--- src/rtl/sample_packer.sv ---
// sample_packer: packs 16-bit sample pairs into 32-bit words, inserts a
// {HEADER_TAG, frame_count} header at each frame-sync rising edge and
// buffers everything in a show-ahead FIFO. Words that do not fit are
// dropped and flagged on the sticky overflow output; the producer is never
// stalled.
module sample_packer #(
    parameter int          FIFO_DEPTH = 16,
    parameter logic [15:0] HEADER_TAG = 16'hA5A5
) (
    input  logic        clk_i,
    input  logic        reset_i,
    input  logic        framesync_i,
    input  logic [15:0] byte_i,
    input  logic        byte_valid_i,
    output logic [31:0] word_o,
    output logic        word_valid_o,
    input  logic        word_ready_i,
    output logic        overflow_o,
    output logic [15:0] frame_count_o
);

    localparam int             AW      = $clog2(FIFO_DEPTH);
    localparam logic [AW:0]    DEPTH_C = (AW+1)'(FIFO_DEPTH);

    typedef enum logic {
        PH_LO = 1'b0,
        PH_HI = 1'b1
    } phase_e;

    phase_e        phase_q, phase_d;
    logic [15:0]   hold_q, hold_d;
    logic [15:0]   frame_cnt_q, frame_cnt_d;
    logic          fs_q;
    logic          overflow_q, overflow_d;

    logic [31:0]   mem_q [FIFO_DEPTH];
    logic [AW-1:0] wptr_q, wptr_d;
    logic [AW-1:0] rptr_q, rptr_d;
    logic [AW:0]   count_q, count_d;

    logic          fs_edge;
    logic          push_req;
    logic [31:0]   push_data;
    logic          pop;
    logic          full;
    logic          push_ok;

    assign fs_edge = framesync_i & ~fs_q;

    // Packer: header on frame edge, otherwise pair low/high halves into a word.
    always_comb begin
        phase_d     = phase_q;
        hold_d      = hold_q;
        frame_cnt_d = frame_cnt_q;
        push_req    = 1'b0;
        push_data   = '0;
        if (fs_edge) begin
            push_req    = 1'b1;
            push_data   = {HEADER_TAG, frame_cnt_q};
            frame_cnt_d = frame_cnt_q + 16'd1;
            // A pending low half is dropped; a coincident sample opens the new frame.
            if (byte_valid_i) begin
                hold_d  = byte_i;
                phase_d = PH_HI;
            end else begin
                phase_d = PH_LO;
            end
        end else if (byte_valid_i) begin
            case (phase_q)
                PH_LO: begin
                    hold_d  = byte_i;
                    phase_d = PH_HI;
                end
                PH_HI: begin
                    push_req  = 1'b1;
                    push_data = {byte_i, hold_q};
                    phase_d   = PH_LO;
                end
                default: phase_d = PH_LO;
            endcase
        end
    end

    // FIFO control: a push into a full FIFO is only accepted alongside a pop.
    always_comb begin
        pop        = (count_q != '0) && word_ready_i;
        full       = (count_q == DEPTH_C);
        push_ok    = push_req && (!full || pop);
        overflow_d = overflow_q | (push_req & ~push_ok);
        wptr_d     = push_ok ? wptr_q + AW'(1) : wptr_q;
        rptr_d     = pop ? rptr_q + AW'(1) : rptr_q;
        count_d    = count_q;
        if (push_ok && !pop) begin
            count_d = count_q + (AW+1)'(1);
        end else if (!push_ok && pop) begin
            count_d = count_q - (AW+1)'(1);
        end
    end

    // State registers with asynchronous active-low reset.
    always_ff @(posedge clk_i or negedge reset_i) begin
        if (!reset_i) begin
            phase_q     <= PH_LO;
            hold_q      <= '0;
            frame_cnt_q <= '0;
            fs_q        <= 1'b1;
            overflow_q  <= 1'b0;
            wptr_q      <= '0;
            rptr_q      <= '0;
            count_q     <= '0;
        end else begin
            phase_q     <= phase_d;
            hold_q      <= hold_d;
            frame_cnt_q <= frame_cnt_d;
            fs_q        <= framesync_i;
            overflow_q  <= overflow_d;
            wptr_q      <= wptr_d;
            rptr_q      <= rptr_d;
            count_q     <= count_d;
        end
    end

    // FIFO storage write; contents need no reset since occupancy gates output.
    always_ff @(posedge clk_i) begin
        if (push_ok) begin
            mem_q[wptr_q] <= push_data;
        end
    end

    // Head word is forced to zero while empty so reset presents word_o=0.
    assign word_valid_o  = (count_q != '0);
    assign word_o        = word_valid_o ? mem_q[rptr_q] : '0;
    assign overflow_o    = overflow_q;
    assign frame_count_o = frame_cnt_q;

endmodule

--- config.mk ---
export PLATFORM = sky130hd
export DESIGN_NAME = sample_packer
export DESIGN_NICKNAME = d
export VERILOG_FILES = /design/src/rtl/sample_packer.sv
export SDC_FILE = /design/constraint.sdc
export NUM_CORES = 1
export LEC_CHECK = 0
export CORE_MARGIN = 3
export CORE_UTILIZATION = 40
export DETAILED_ROUTE_END_ITERATION = 7
export HOLD_SLACK_MARGIN = 0.08
export PLACE_DENSITY_LB_ADDON = 0.1
export SYNTH_ARGS = -nofsm -noshare
export SYNTH_HDL_FRONTEND = slang
export SYNTH_SLANG_ARGS = --single-unit
--- constraint.sdc ---
create_clock -name clk_i -period 4.14 [get_ports clk_i]
set_input_delay 0.828 -clock clk_i [delete_from_list [all_inputs] [get_ports clk_i]]
set_output_delay 0.828 -clock clk_i [all_outputs]
set_load 0.005 [all_outputs]
==> impl_metrics.ini, run 1 <==
[power_and_ir_drop]
pwr-share-clk = 0.303
power.leakage_nw = 8.76
power_frac_comb = 0.310
ir_drop_uv = 363
swShare = 0.285
p_seq_frac = 0.387
switchingPower_mw = 5.39
p_int_mw = 13.5
power-per-cell-area_nw_per_um2 = 721

[worst_setup_path]
critPathBufInv = 2
crit_chain = or4_4, or2_4, nor2b_4, buf_12, a221o_1, clkdlybuf4s50_1
end_kind = output pin
cp_max_fo = 7
worstPathArrival_ps = 3220
cpPeakStageDelay_ps = 600
critical-path-slowest-cell = or4_4
cp.required_ps = 3310
crit_path_start_kind = flop
critPathTopFamily = simple AND/OR/NAND/NOR gates
worst-setup-path-type = reg2out

[finish]
utilization = 0.485
synthToLayoutAreaGrowth_pct = 19.3
n_fill_cell = 4373
layout-drive-gt1-share = 0.293
layout.cells.non_filler = 1904
nets = 1192

[timing]
finClkSkew_ps = 17.9
final-setup-viol-count = 0
hold_viol_final = 0
rsz0062_at_grt = no
fin_crit_ps = 4050
drv_slew = 0
fin_crit_sh = 0.977
finalWorstSetupSlack_ps = 94.0
fin_tns_setup_ps = 0
fmax_mhz = 247
tightestPinTransition_ps = 968
slew_headroom = 0.355
fin_hold_ws_ps = 369

[drt]
wire_per_inst_microns = 29.3
ant_nets = 0
vias = 10782
drc = 0
firstDrtPassIters = 5
vias_per_cell = 5.66
wirelength_microns = 55700
drt_iter0_drc = 918

[global_routing]
grt_max_degree = 67
grt_pass1_wl_microns = 80200
grt_usage = 0.197
grt_pass1_vias = 11056
overflow = 0
antenna_found_initial = 0

[floorplan]
die_h_microns = 240
rows = 85
core-area_sq_um = 54100
fp.dieArea_sq_um = 57800
io_pins = 71
initial_core_util = 0.406
die_w_microns = 240

[place]
place_inst = 1786
pre_cts_slack_ps = 563
place_congestion = 0.738
portBuffers = 70
post-dp-hpwl_microns = 31300

[logic_synthesis]
synth_top_family_by_area = multiplexers
synth_compound_area_frac = 0.0275
ys_seq_area_frac = 0.754
yosys.cell_count.top_type = edfxtp_1
synth.net_count = 1058
synth_area_sq_um = 22000
netlist_top_cells_count = 512 x edfxtp_1, 128 x mux4_2, 49 x mux2_2
synth_edf_count = 512
synth_mux_area_frac = 0.157
syn_area_per_cell_sq_um = 21.4
synth-xor-area-share = 0.00996
yosys_warnings = 0
ys_types = 45
synth-simple-area-share = 0.0312
synth_cells = 1025
yosysTopAreaCell = edfxtp_1
synth_top_area_frac = 0.699
synth_area_leaders = edfxtp_1 70%, mux4_2 13%, dfrtp_1 5.3%
synth_ff_type = edfxtp_1
synth_seq_cells = 560
synthAdderAreaFrac = 0.00717
synth-async-reset-ratio = 0.0857

[run]
cap_violations = 0

[min_path]
hold_path.class = in2async

[clock_network]
cts_made_buffers = 58
htreeDepth = 2
cts.sinks = 560
path_clk_slew_ps = 60
clk_path_buf_depth = 3
cts_tree = built
root_buffer = clkbuf_16
clk_latency_ps = 610

[run_status]
status = finished, final reports clean
==> metrics by stage <==
step / total power, mW / instance area (sq um)
2_1_floorplan: 10.7 / 22000
3_3_place_gp: 13.2 / 24000
3_5_place_dp: 13.3 / 24000
4_1_cts: 19.1 / 26200
5_1_grt: 19.8 / 26200
6_report: 18.9 / 26200
==> power groups by stage <==
stage	clock, mW	sequential (mW)	combinational, mW
final	5.73	7.33	5.86
after global placement	0	7.42	5.83
after detailed placement	0	7.44	5.82
after floorplan	0	7.23	3.51
after global routing	6.08	7.38	6.31
after CTS	5.85	7.34	5.93
==> sequential cells by signal (all words and copies together), names as in the netlist <==
signal         cells
mem_q            512
frame_count_o     16
hold_q            16
count_q            5
rptr_q             4
wptr_q             4
fs_q               1
overflow_o         1
phase_q            1
==> final cells by class <==
cell class	instances	area, sq um	share of cell area
multi-input cells	402	5200	0.198
flip-flops and latches	560	16600	0.632
clock inverters	38	548	0.0209
inverters	12	45.0	0.00172
well taps	696	871	0.0332
clock buffers	70	1570	0.0598
diodes	1	2.50	0.0000954
repair buffers	125	1410	0.0537
==> cells in the final DEF, fill, tap and decap left out, types with 10 or more instances in the layout <==
| master | synthesis | final |
|---|---|---|
| xnor2_1 | 17 | 17 |
| edfxtp_1 | 512 | 512 |
| clkbuf_16 | 0 | 59 |
| and2b_1 | 19 | 19 |
| mux2_2 | 49 | 49 |
| a221o_1 | 32 | 32 |
| and2_2 | 0 | 12 |
| nor2b_1 | 15 | 14 |
| mux4_2 | 128 | 128 |
| inv_1 | 12 | 12 |
| clkinv_1 | 0 | 10 |
| a22o_1 | 14 | 14 |
| dfrtp_1 | 47 | 44 |
| bufinv_16 | 0 | 14 |
| buf_12 | 0 | 24 |
| buf_4 | 0 | 31 |
| clkdlybuf4s50_1 | 0 | 69 |
| nand2_1 | 20 | 20 |
| ha_1 | 11 | 11 |
==> path summary, 6_finish.rpt <==
kind,start,end,slack (ps),cells after the start
max,count_q[0],word_o[26],90,6
min,reset_i,wptr_q[3],370,1
max reg2reg,count_q[0],count_q[4],1070,9
min reg2reg,hold_q[12],hold_q[12],510,1
max in group asynchronous,reset_i,fs_q,2950,2
min in group clk_i,hold_q[12],hold_q[12],510,1
==> logic make-up (layout without fill, tap and decap cells) <==
group                    count (synthesis)  after routing
buffers and inverters                   65            245
XOR/XNOR                                25             25
adder cells (fa/ha/maj)                 12             12
flip-flops                             560            560
other                                    0              1
AO/OA/AOI/OAI                           69             69
AND/OR/NAND/NOR                        116            118
multiplexers                           178            178
==> routing by layer <==
layer,track usage,wire [microns]
met5,0,0
met4,0.0459,984
met3,0.0412,3110
met2,0.305,26300
met1,0.290,25300
==> what timing repair did <==
item                                   4_1_cts  5_1_grt
cloned                                       2        0
setup endpoints to repair                   16        3
buffers inserted                             4        3
pin swaps                                    2        2
endpoints found under the hold margin        0        0
hold buffers                                 0        0
resized for setup                            4        2
Note: power is estimated with default switching activity, not from simulation.
==> inputs of run 2 (changes only) <==
--- a/config.mk
+++ b/config.mk
@@ -5,6 +5,7 @@
 export SDC_FILE = /design/constraint.sdc
 export NUM_CORES = 1
 export LEC_CHECK = 0
+export ABC_AREA = 1
 export CORE_MARGIN = 3
 export CORE_UTILIZATION = 40
 export DETAILED_ROUTE_END_ITERATION = 7
==> impl_metrics.ini, run 2 <==
[floorplan]
die_w_microns = 247
rows = 87
initial_core_util = 0.408
io_pins = 71
core-area_sq_um = 56900
fp.dieArea_sq_um = 61000
die_h_microns = 247

[logic_synthesis]
synth_top_area_frac = 0.662
yosysTopAreaCell = edfxtp_1
synth_area_sq_um = 23200
synth.net_count = 2061
yosys.cell_count.top_type = nand2_1
yosys_warnings = 0
synth_edf_count = 512
syn_area_per_cell_sq_um = 11.5
ys_types = 30
synth_area_leaders = edfxtp_1 66%, nand2_1 11%, nand3_1 8.6%
synth_cells = 2028
synth_ff_type = edfxtp_1
ys_seq_area_frac = 0.713
synth-async-reset-ratio = 0.0857
synth_seq_cells = 560
netlist_top_cells_count = 711 x nand2_1, 512 x edfxtp_1, 401 x nand3_1

[clock_network]
cts_made_buffers = 60
clk_latency_ps = 620
htreeDepth = 2
root_buffer = clkbuf_16
cts_tree = built
clk_path_buf_depth = 3
cts.sinks = 560
path_clk_slew_ps = 60

[power_and_ir_drop]
power-per-cell-area_nw_per_um2 = 706
power.leakage_nw = 10.1
p_total_mw = 19.1
ir_drop_uv = 476

[drt]
wirelength_microns = 64200
firstDrtPassIters = 5
vias_per_cell = 5.24
drt_iter0_drc = 1358
ant_nets = 0
vias = 15292
wire_per_inst_microns = 22.0
drc = 0

[finish]
final_cell_mix = 711 x nand2_1, 512 x edfxtp_1, 401 x nand3_1, 69 x clkdlybuf4s50_1, 67 x inv_1
antenna_cells = 0
seq_area_sq_um = 16600
layout.cells.non_filler = 2920
layout-drive-gt1-share = 0.0864
regMostFlops = mem_q
multi_input_area_sq_um = 5790
final_common_cell = nand2_1
synthToLayoutAreaGrowth_pct = 16.1
largest_reg_flops = 512
n_fill_cell = 5179
utilization = 0.474
nets = 2148

[place]
post-dp-hpwl_microns = 33200
portBuffers = 70
place_congestion = 0.759
place_inst = 2809

[timing]
drv_slew = 0
rsz0062_at_grt = no
fin_hold_ws_ps = 172
fin_crit_sh = 0.954
finClkSkew_ps = 22.0
fmax_mhz = 253
fin_crit_ps = 3950
hold_viol_final = 0
fin_tns_setup_ps = 0
final-setup-viol-count = 0
tightestPinTransition_ps = 1280
slew_headroom = 0.150

[worst_setup_path]
cpPeakStageDelay_ps = 540
critPathBufInv = 4
worstPathArrival_ps = 3120
worst-setup-path-type = reg2out
cp.required_ps = 3310
crit_path_start_kind = flop
end_kind = output pin
critical-path-slowest-cell = dfrtp_4
cp_max_fo = 54
crit_chain = inv_8, buf_12, buf_4, nand2_1, nand3_1, nand3_1, nand2_1, nand2_1, a21oi_1, clkdlybuf4s50_1
critPathMostFrequentCell = nand2_1
critPathTopFamily = buffers and inverters

[global_routing]
antenna_found_initial = 0
use_met1 = 0.292
grt_pass1_wl_microns = 96200
grt_max_degree = 140
grt_usage = 0.212
met2_usage = 0.356
grt_busiest_layer = met2
overflow = 0
use_met3 = 0.0252
grt_pass1_vias = 15177

[min_path]
hold_path.class = in2async

[run]
cap_violations = 0

[run_status]
status = finished, final reports clean
[run 2: layout make-up]
cell class,instances,area share
sequential,560,0.615
timing repair buffer,144,0.0567
tap,756,0.0350
multi-input combinational,1277,0.215
inverter,72,0.0104
clock buffer,74,0.0584
clock inverter,37,0.0104
[run 2: kinds of logic after synthesis]
kind of cell             synth area share
AND/OR/NAND/NOR                     0.210
flip-flops                          0.713
buffers and inverters              0.0432
AO/OA/AOI/OAI                      0.0194
XOR/XNOR                          0.00716
adder cells (fa/ha/maj)           0.00678
[run 2: path summary, 6_finish.rpt]
path	end	slack (ps)	startpoint	cells after the start
min reg2reg	hold_q[12]	490	hold_q[12]	2
max in group asynchronous	hold_q[1]	3190	reset_i	2
max reg2reg	count_q[4]	1540	count_q[2]	15
max	word_o[14]	190	rptr_q[0]	10
min in group clk_i	hold_q[12]	490	hold_q[12]	2
min	count_q[2]	170	reset_i	1
[run 2: power by group]
group	internal (mW)	switching (mW)	total [mW]
logic	2.40	4.50	6.90
clock network	2.93	2.17	5.10
registers	6.83	0.234	7.07
[run 2: what timing repair did]
item / CTS / global route
gates resized for setup: 0 / 1
endpoints found under the setup margin: 0 / 1
hold buffers: 0 / 0
setup buffers: 0 / 0
[run 2: layer usage]
| metal | vias to the layer above | routed length (microns) |
|---|---|---|
| li1 | 7196 | - |
| met1 | 7606 | 28600 |
| met2 | 389 | 31400 |
| met3 | 101 | 2810 |
| met4 | 0 | 1440 |
| met5 | - | 0 |
[run 2: through the flow]
step	cell area (sq um)	setup WS [ps]
2_1_floorplan	23200	908
3_3_place_gp	25100	823
3_5_place_dp	25100	778
4_1_cts	27000	89.0
5_1_grt	27000	10.9
6_report	27000	189
